**src/rtl/fifo_key_ctrl_pkg.sv**
```systemverilog
// Shared definitions for the FIFO push-button front end.
// Contents: FSM state encoding and the default data width / debounce length.
package fifo_key_ctrl_pkg;

  localparam int DATA_W_DEF          = 8;
  localparam int DEBOUNCE_CYCLES_DEF = 1_000_000;

  typedef enum logic [2:0] {
    S_IDLE     = 3'd0,
    S_WRITE    = 3'd1,
    S_READ     = 3'd2,
    S_CAPTURE  = 3'd3,
    S_WAIT_REL = 3'd4
  } state_t;

endpackage

```
**src/rtl/fifo_key_ctrl_if.sv**
```systemverilog
// Bus between the key controller and the FIFO core.
// Signals:
//   wrreq  controller -> core  write strobe
//   rdreq  controller -> core  read strobe
//   data   controller -> core  write data
//   full   core -> controller  FIFO full flag
//   empty  core -> controller  FIFO empty flag
//   q      core -> controller  read data, valid the cycle after rdreq
// Modports: master = controller side, slave = FIFO core side.
interface fifo_key_ctrl_if #(
  parameter int DATA_W = fifo_key_ctrl_pkg::DATA_W_DEF
);

  logic              wrreq;
  logic              rdreq;
  logic [DATA_W-1:0] data;
  logic              full;
  logic              empty;
  logic [DATA_W-1:0] q;

  modport master (
    output wrreq,
    output rdreq,
    output data,
    input  full,
    input  empty,
    input  q
  );

  modport slave (
    input  wrreq,
    input  rdreq,
    input  data,
    output full,
    output empty,
    output q
  );

endinterface

```
**src/rtl/fifo_key_ctrl_key_debounce.sv**
```systemverilog
// Synchronizes and debounces one active-low push-button.
// Ports:
//   clk, reset  single clock, synchronous active-high reset
//   key_n       raw button pin (active-low, asynchronous)
//   level       debounced level, 1 = released
//   press       one-cycle pulse on a debounced release->press transition
module key_debounce #(
  parameter int DEBOUNCE_CYCLES = 4
) (
  input  logic clk,
  input  logic reset,
  input  logic key_n,
  output logic level,
  output logic press
);

  localparam int               CNT_W    = $clog2(DEBOUNCE_CYCLES) + 1;
  localparam logic [CNT_W-1:0] CNT_LAST = CNT_W'(DEBOUNCE_CYCLES - 1);
  localparam logic [CNT_W-1:0] CNT_ONE  = CNT_W'(1);
  localparam logic [CNT_W-1:0] CNT_ZERO = CNT_W'(0);

  logic [1:0]       sync_r;
  logic [1:0]       valid_r;
  logic [CNT_W-1:0] cnt_r;
  logic             level_r;
  logic             press_r;
  logic             armed_r;

  // Synchronizer, stability counter, debounced level and press pulse.
  // sync_r resets to "released", so valid_r tracks when sync_r[1] really
  // reflects the pin again. armed_r only sets once a genuinely released key
  // has been seen, so a key held through reset debounces low silently and
  // needs a release and a fresh press before it can produce a press pulse.
  always_ff @(posedge clk) begin
    if (reset) begin
      sync_r  <= 2'b11;
      valid_r <= 2'b00;
      cnt_r   <= CNT_ZERO;
      level_r <= 1'b1;
      press_r <= 1'b0;
      armed_r <= 1'b0;
    end else begin
      sync_r  <= {sync_r[0], key_n};
      valid_r <= {valid_r[0], 1'b1};
      armed_r <= armed_r | (valid_r[1] & sync_r[1] & level_r);
      if (sync_r[1] != level_r) begin
        if (cnt_r == CNT_LAST) begin
          level_r <= sync_r[1];
          cnt_r   <= CNT_ZERO;
          press_r <= armed_r & ~sync_r[1];
        end else begin
          cnt_r   <= cnt_r + CNT_ONE;
          press_r <= 1'b0;
        end
      end else begin
        cnt_r   <= CNT_ZERO;
        press_r <= 1'b0;
      end
    end
  end

  assign level = level_r;
  assign press = press_r;

endmodule

```
**src/rtl/fifo_key_ctrl.sv**
```systemverilog
// Push-button front end for the 8-bit single-clock FIFO.
// Turns two debounced active-low keys into single-cycle write/read strobes,
// guards them against full/empty, flags overflow/underflow attempts and
// latches the value returned by a read.
// Ports:
//   clock_50mhz, reset  clock and synchronous active-high reset
//   key_wr_n, key_rd_n  raw write/read buttons (active-low, asynchronous)
//   data_in             switch value to write
//   fifo                master side of the FIFO bus (strobes, data, flags, q)
//   data_out            last value read from the FIFO
//   ovf_err, udf_err    sticky overflow / underflow attempt flags
//   busy                controller is not idle
module fifo_key_ctrl
  import fifo_key_ctrl_pkg::*;
#(
  parameter int DATA_W          = DATA_W_DEF,
  parameter int DEBOUNCE_CYCLES = DEBOUNCE_CYCLES_DEF
) (
  input  logic              clock_50mhz,
  input  logic              reset,
  input  logic              key_wr_n,
  input  logic              key_rd_n,
  input  logic [DATA_W-1:0] data_in,
  fifo_key_ctrl_if.master   fifo,
  output logic [DATA_W-1:0] data_out,
  output logic              ovf_err,
  output logic              udf_err,
  output logic              busy
);

  logic wr_level_s;
  logic wr_press_s;
  logic rd_level_s;
  logic rd_press_s;

  state_t state_r;
  state_t next_state_s;
  logic   accept_wr_s;
  logic   ovf_set_s;
  logic   udf_set_s;

  logic              wrreq_r;
  logic              rdreq_r;
  logic              busy_r;
  logic              ovf_r;
  logic              udf_r;
  logic [DATA_W-1:0] data_r;
  logic [DATA_W-1:0] data_out_r;

  key_debounce #(.DEBOUNCE_CYCLES(DEBOUNCE_CYCLES)) u_wr_key (
    .clk   (clock_50mhz),
    .reset (reset),
    .key_n (key_wr_n),
    .level (wr_level_s),
    .press (wr_press_s)
  );

  key_debounce #(.DEBOUNCE_CYCLES(DEBOUNCE_CYCLES)) u_rd_key (
    .clk   (clock_50mhz),
    .reset (reset),
    .key_n (key_rd_n),
    .level (rd_level_s),
    .press (rd_press_s)
  );

  // FSM state register.
  always_ff @(posedge clock_50mhz) begin
    if (reset) begin
      state_r <= S_IDLE;
    end else begin
      state_r <= next_state_s;
    end
  end

  // Next-state decode. Presses are only looked at in IDLE, write beats a
  // read press in the same cycle, and full/empty are judged in that cycle.
  always_comb begin
    next_state_s = state_r;
    accept_wr_s  = 1'b0;
    ovf_set_s    = 1'b0;
    udf_set_s    = 1'b0;
    case (state_r)
      S_IDLE: begin
        if (wr_press_s) begin
          if (fifo.full) begin
            ovf_set_s    = 1'b1;
            next_state_s = S_WAIT_REL;
          end else begin
            accept_wr_s  = 1'b1;
            next_state_s = S_WRITE;
          end
        end else if (rd_press_s) begin
          if (fifo.empty) begin
            udf_set_s    = 1'b1;
            next_state_s = S_WAIT_REL;
          end else begin
            next_state_s = S_READ;
          end
        end else begin
          next_state_s = S_IDLE;
        end
      end
      S_WRITE:   next_state_s = S_WAIT_REL;
      S_READ:    next_state_s = S_CAPTURE;
      S_CAPTURE: next_state_s = S_WAIT_REL;
      S_WAIT_REL: begin
        if (wr_level_s && rd_level_s) begin
          next_state_s = S_IDLE;
        end else begin
          next_state_s = S_WAIT_REL;
        end
      end
      default:   next_state_s = S_IDLE;
    endcase
  end

  // Registered outputs. Strobes and busy are decoded from the next state so
  // they line up with the WRITE/READ cycles without a combinational path.
  always_ff @(posedge clock_50mhz) begin
    if (reset) begin
      wrreq_r    <= 1'b0;
      rdreq_r    <= 1'b0;
      busy_r     <= 1'b0;
      ovf_r      <= 1'b0;
      udf_r      <= 1'b0;
      data_r     <= {DATA_W{1'b0}};
      data_out_r <= {DATA_W{1'b0}};
    end else begin
      wrreq_r <= (next_state_s == S_WRITE);
      rdreq_r <= (next_state_s == S_READ);
      busy_r  <= (next_state_s != S_IDLE);
      ovf_r   <= ovf_r | ovf_set_s;
      udf_r   <= udf_r | udf_set_s;
      if (accept_wr_s) begin
        data_r <= data_in;
      end
      // fifo.q is valid in CAPTURE, the cycle after the read strobe.
      if (state_r == S_CAPTURE) begin
        data_out_r <= fifo.q;
      end
    end
  end

  assign fifo.wrreq = wrreq_r;
  assign fifo.rdreq = rdreq_r;
  assign fifo.data  = data_r;
  assign data_out   = data_out_r;
  assign ovf_err    = ovf_r;
  assign udf_err    = udf_r;
  assign busy       = busy_r;

endmodule

```
**src/flat_wrapper.sv**
```systemverilog
// flat-port wrapper written by rule: the top's interface ports become plain ports
module fifo_key_ctrl_flat import fifo_key_ctrl_pkg::*;
#(
  parameter int DATA_W          = DATA_W_DEF,
  parameter int DEBOUNCE_CYCLES = DEBOUNCE_CYCLES_DEF
)
  (clock_50mhz, reset, key_wr_n, key_rd_n, data_in, data_out, ovf_err, udf_err, busy, fifo_wrreq, fifo_rdreq, fifo_data, fifo_full, fifo_empty, fifo_q);
  fifo_key_ctrl_if #(.DATA_W(DATA_W)) fifo_i ();
  input  logic clock_50mhz;
  input  logic reset;
  input  logic key_wr_n;
  input  logic key_rd_n;
  input  logic [DATA_W-1:0] data_in;
  output logic [DATA_W-1:0] data_out;
  output logic ovf_err;
  output logic udf_err;
  output logic busy;
  output wire logic [$bits(fifo_i.wrreq)-1:0] fifo_wrreq;
  output wire logic [$bits(fifo_i.rdreq)-1:0] fifo_rdreq;
  output wire logic [$bits(fifo_i.data)-1:0] fifo_data;
  input wire logic [$bits(fifo_i.full)-1:0] fifo_full;
  input wire logic [$bits(fifo_i.empty)-1:0] fifo_empty;
  input wire logic [$bits(fifo_i.q)-1:0] fifo_q;
  assign fifo_wrreq = fifo_i.wrreq;
  assign fifo_rdreq = fifo_i.rdreq;
  assign fifo_data = fifo_i.data;
  assign fifo_i.full = fifo_full;
  assign fifo_i.empty = fifo_empty;
  assign fifo_i.q = fifo_q;
  fifo_key_ctrl #(.DATA_W(DATA_W), .DEBOUNCE_CYCLES(DEBOUNCE_CYCLES)) u_core (.clock_50mhz(clock_50mhz), .reset(reset), .key_wr_n(key_wr_n), .key_rd_n(key_rd_n), .data_in(data_in), .fifo(fifo_i), .data_out(data_out), .ovf_err(ovf_err), .udf_err(udf_err), .busy(busy));
endmodule
```
**config.mk**
```make
export PLATFORM = sky130hd
export DESIGN_NAME = fifo_key_ctrl_flat
export DESIGN_NICKNAME = d
export VERILOG_FILES = /design/src/rtl/fifo_key_ctrl_pkg.sv /design/src/rtl/fifo_key_ctrl_if.sv /design/src/rtl/fifo_key_ctrl_key_debounce.sv /design/src/rtl/fifo_key_ctrl.sv /design/src/flat_wrapper.sv
export SDC_FILE = /design/constraint.sdc
export NUM_CORES = 1
export LEC_CHECK = 0
export CORE_MARGIN = 8
export CORE_UTILIZATION = 40
export DETAILED_ROUTE_END_ITERATION = 7
export PLACE_DENSITY = 0.72
export SLEW_MARGIN = 20
export SYNTH_ARGS = -nofsm -noshare
export SYNTH_HDL_FRONTEND = slang
export SYNTH_SLANG_ARGS = --single-unit
```
**constraint.sdc**
```tcl
create_clock -name clock_50mhz -period 2.85 [get_ports clock_50mhz]
set_input_delay 0.57 -clock clock_50mhz [delete_from_list [all_inputs] [get_ports clock_50mhz]]
set_output_delay 0.57 -clock clock_50mhz [all_outputs]
set_load 0.005 [all_outputs]
```
==> implementation parameters <==
Parameter                              Value

Synthesis
  Warning count from the yosys run ... 0
  Top-area cell type share of the netlist area ... 0.4923
  Largest cells by area after synthesis ... sky130_fd_sc_hd__dfxtp_1 (49%), sky130_fd_sc_hd__nor2_1 (5.4%), sky130_fd_sc_hd__mux2i_1 (5.0%), sky130_fd_sc_hd__xnor2_1 (4.1%), sky130_fd_sc_hd__xor2_1 (3.6%)
  Synthesized area divided by synthesized cell count ... 9.525 sq um
  Part of the Yosys area used for sequential elements ... 0.4923
  Net Count, Synth ... 357
  Most common flop cell mapped by yosys ... sky130_fd_sc_hd__dfxtp_1
  Number of library cell types mapped by synthesis ... 44
  Number of synthesized register bits ... 78
  Largest area contributor in the netlist ... sky130_fd_sc_hd__dfxtp_1
  Cell count after synthesis ... 333
  Cell area after technology mapping ... 3172 sq um
  Number of flops mapped to enable cells by yosys ... 0
  Share of synthesized flip-flops with an asynchronous set or reset ... 0

Die
  CORE AREA ... 7687 sq um
  Top-level port count ... 43
  Initial Util ... 0.4126
  Die boundary height ... 105.0 um
  Placement Rows ... 32
  Die span in x ... 105.0 um
  Total die area ... 11,030 sq um

Min path
  Startpoint of the worst hold path ... u_core.u_rd_key.sync_r[0]$_SDFF_PP1_
  Kind of path behind the tightest hold check ... reg -> reg
  Hold worst-path end ... u_core.u_rd_key.sync_r[1]$_SDFF_PP1_
  Hold Path Cell Cnt ... 1

Route
  Post-route DRC violation count ... 0
  Total via count after detailed routing ... 2,449
  Detailed-route wire length per cell ... 12.96 um
  Iter 0 DRT Violations ... 71
  Post-detailed-route count of antenna-violating nets ... 0
  Final WL ... 6.324 mm
  Number of iterations in the first detailed-routing pass ... 4
  Via density per instance ... 5.018

Timing
  Max-slew violation count ... 0
  RSZ-0062 raised after global routing ... no
  Worst hold-check slack ... 0.4227 ns
  Part of the cycle the worst path needs ... 0.7539
  Worst Tran Pin Value ... 0.5058 ns
  Final clock skew ... 0.008280 ns
  Setup TNS ... 0 ns
  Setup violators final ... 0
  Final hold violation count ... 0
  Highest attainable clock frequency ... 0.4654 GHz
  Max-slew headroom ... 0.6618
  Min Clock Period, post-route ... 2.149 ns

Critical path
  Data arrival time of the worst path ... 2.36 ns
  Class of the most critical setup path ... reg -> reg
  Largest driver fanout on the critical path ... 19
  Length in cells of the worst reg-to-reg path ... 6
  Reg-to-Reg Start ... u_core.u_wr_key.cnt_r[0]$_SDFF_PP0_
  Kind of start point of the critical path ... register
  Sort of element at the end of the critical path ... register
  Data required time at the worst endpoint ... 3.06 ns
  Reg2reg setup slack ... 0.70 ns
  Worst flop-to-flop path endpoint ... u_core.u_wr_key.cnt_r[12]$_SDFF_PP0_

Power
  Leak pwr ... 1.361 nW
  Sequential group share of total power ... 0.510
  Design internal power ... 1.735 mW
  Switching power ... 0.4200 mW
  Areal power density over the cells ... 546.5 nW/um^2
  Switching part of the total power ... 0.1949
  Proportion of power drawn by combinational gates ... 0.026
  Maximum resistive drop on vdd ... 228.7 uV
  Part of the power in the clock network ... 0.464

Final layout
  P&R area growth vs syn ... 24.30%
  Number of nets in the final layout ... 405
  Layout fillers ... 715
  Antenna diodes ... 0
  Fraction of final layout cells sized beyond drive strength 1 ... 0.1088

Global routing
  Most Crowded Layer GR ... met2
  Met2 Track Usage GR ... 0.1923
  Global Route met1 Usage ... 0.1460
  Number of antenna violations at the first check in global routing ... 0
  Number of global-route vias before repair ... 2,430
  Global route overflow ... 0
  GR met3 Demand/Resource ... 0.03440
  First-pass GRT wire length ... 11.05 mm
  Total routing usage reported by global routing ... 0.1192
  Pin count of the biggest net entering global routing ... 22

Placed design
  Final RePlAce weighted congestion ... 0.7693
  Detailed Place HPWL ... 4.540 mm
  Number of port buffers ... 42

Clock tree
  Clock H-tree levels ... 3
  Master cell of the clock root buffer ... sky130_fd_sc_hd__clkbuf_8
  Buffers inserted during post-CTS setup optimization ... 0
  Number of buffers inserted for hold repair after clock tree synthesis ... 0
  Resize count post-CTS ... 0
  Clock tree buffer depth ... 2
  CTS Sinks ... 78
  Clock transition at the registers of the reported paths ... 0.08 ns
  TritonCTS clock tree ... yes
  Total clock buffers created by CTS ... 9
  Clk_lat worst skew ... 0.34 ns

Flow run
  Max Cap Violations ... 0

Outcome
  Result of the run ... completed
## Yosys cell counts (all sizes together) (4+ instances only)
cell type	count
a21oi	15
and4	5
buf	4
clkbuf	5
dfxtp	78
inv	10
mux2i	16
nand2	17
nand3	11
nand4	11
nor2	56
nor3	6
nor4	5
o21ai	8
o31ai	4
or2	4
or3	10
or4	8
xnor2	15
xor2	13
## worst max-delay path, cell delays in order (launching register included)
cell and delay, ns:
sky130_fd_sc_hd__dfxtp_1 0.39, sky130_fd_sc_hd__ha_1 0.20, sky130_fd_sc_hd__nand3_1 0.08, sky130_fd_sc_hd__buf_4 0.18, sky130_fd_sc_hd__or4_1 0.62, sky130_fd_sc_hd__o21bai_4 0.44
sky130_fd_sc_hd__nor2_1 0.10
## worst max path at each step
| stage | from | to | slack [ns] | cells past startpoint |
|---|---|---|---|---|
| final | u_core.u_wr_key.cnt_r[0]$_SDFF_PP0_ | u_core.u_wr_key.cnt_r[12]$_SDFF_PP0_ | 0.70 | 6 |
| after global routing | u_core.u_wr_key.cnt_r[0]$_SDFF_PP0_ | u_core.u_wr_key.cnt_r[9]$_SDFF_PP0_ | 0.48 | 6 |
| after CTS | u_core.u_wr_key.cnt_r[0]$_SDFF_PP0_ | u_core.u_wr_key.cnt_r[12]$_SDFF_PP0_ | 0.67 | 6 |
| after detailed placement | u_core.u_wr_key.cnt_r[0]$_SDFF_PP0_ | u_core.u_wr_key.cnt_r[12]$_SDFF_PP0_ | 0.70 | 6 |
| after global placement | u_core.u_wr_key.cnt_r[0]$_SDFF_PP0_ | u_core.u_wr_key.cnt_r[15]$_SDFF_PP0_ | 0.72 | 6 |
| after floorplan | u_core.u_wr_key.cnt_r[0]$_SDFF_PP0_ | u_core.u_wr_key.cnt_r[10]$_SDFF_PP0_ | 0.83 | 6 |
## metrics by stage
step	setup WS, ns	util	instances	area (sq um)	total power, mW
global route	0.4818	0.5129	488	3943	2.233
finish	0.7013	0.5129	488	3943	2.155
floorplan	0.8330	-	333	3172	1.146
CTS	0.6723	0.5129	488	3943	2.175
detailed placement	0.6998	0.4808	472	3696	1.182
global placement	0.7209	0.4808	472	3696	1.181
## flip-flops by register name (all words and copies together) (netlist names)
signal	flops
u_core.busy	1
u_core.u_wr_key.armed_r	1
u_core.fifo.wrreq	1
u_core.ovf_err	1
u_core.fifo.rdreq	1
u_core.u_wr_key.press	1
u_core.fifo.data	8
u_core.u_wr_key.valid_r	1
u_core.u_wr_key.sync_r	2
u_core.u_rd_key.armed_r	1
u_core.u_rd_key.level	1
u_core.state_r	3
u_core.u_rd_key.press	1
u_core.u_rd_key.cnt_r	21
u_core.u_wr_key.cnt_r	21
u_core.u_rd_key.valid_r	1
u_core.u_rd_key.sync_r	2
u_core.udf_err	1
u_core.data_out	8
u_core.u_wr_key.level	1
## cell type report
| cell class | count | area (sq um) | share of cell area |
|---|---|---|---|
| Sequential cell | 78 | 1562 | 0.3961 |
| Tap cell | 102 | 127.6 | 0.03237 |
| Multi-Input combinational cell | 236 | 1519 | 0.3853 |
| Timing Repair Buffer | 46 | 450.4 | 0.1142 |
| Clock buffer | 10 | 137.6 | 0.03491 |
| Inverter | 10 | 37.54 | 0.009521 |
| Clock inverter | 6 | 108.9 | 0.02761 |
## placed cells by master, fill, tap and decap left out, types with 5 or more instances in the layout
master,netlist,layout
sky130_fd_sc_hd__a21oi_1,14,14
sky130_fd_sc_hd__clkbuf_8,0,10
sky130_fd_sc_hd__clkdlybuf4s50_1,0,42
sky130_fd_sc_hd__dfxtp_1,78,78
sky130_fd_sc_hd__inv_1,10,10
sky130_fd_sc_hd__mux2i_1,16,16
sky130_fd_sc_hd__nand2_1,17,17
sky130_fd_sc_hd__nand3_1,11,11
sky130_fd_sc_hd__nand4_1,11,11
sky130_fd_sc_hd__nor2_1,46,46
sky130_fd_sc_hd__nor2_2,10,10
sky130_fd_sc_hd__nor3_1,6,6
sky130_fd_sc_hd__nor4_1,5,5
sky130_fd_sc_hd__o21ai_0,8,8
sky130_fd_sc_hd__or3_1,10,10
sky130_fd_sc_hd__or4_1,6,6
sky130_fd_sc_hd__xnor2_1,15,15
sky130_fd_sc_hd__xor2_1,13,13
## kinds of logic (layout without fill, tap and decap cells)
family | after synthesis | count (layout) | share of synthesized area
DFF | 78 | 78 | 0.4923
muxes | 16 | 16 | 0.05049
and+or+nand+nor | 152 | 152 | 0.2643
adders and majority gates | 2 | 2 | 0.007888
buffers and inverters | 19 | 72 | 0.02880
xor gates and xnor gates | 28 | 28 | 0.07732
AOI/OAI and AO/OA | 38 | 38 | 0.07890
## power groups by stage
stage          registers, mW  clock network [mW]  logic, mW
2_1_floorplan           1.12                   0     0.0213
3_3_place_gp            1.13                   0     0.0553
3_5_place_dp            1.13                   0     0.0561
4_1_cts                 1.10                1.02     0.0566
5_1_grt                 1.10                1.07     0.0601
6_report                1.10               0.999     0.0558
## routing by layer
layer | up-vias | part of all wire
met2 | 42 | 0.46
met5 | - | 0
li1 | 1265 | -
met4 | 0 | 0.0066
met3 | 2 | 0.035
met1 | 1140 | 0.49
(Power assumes the default switching activity.)
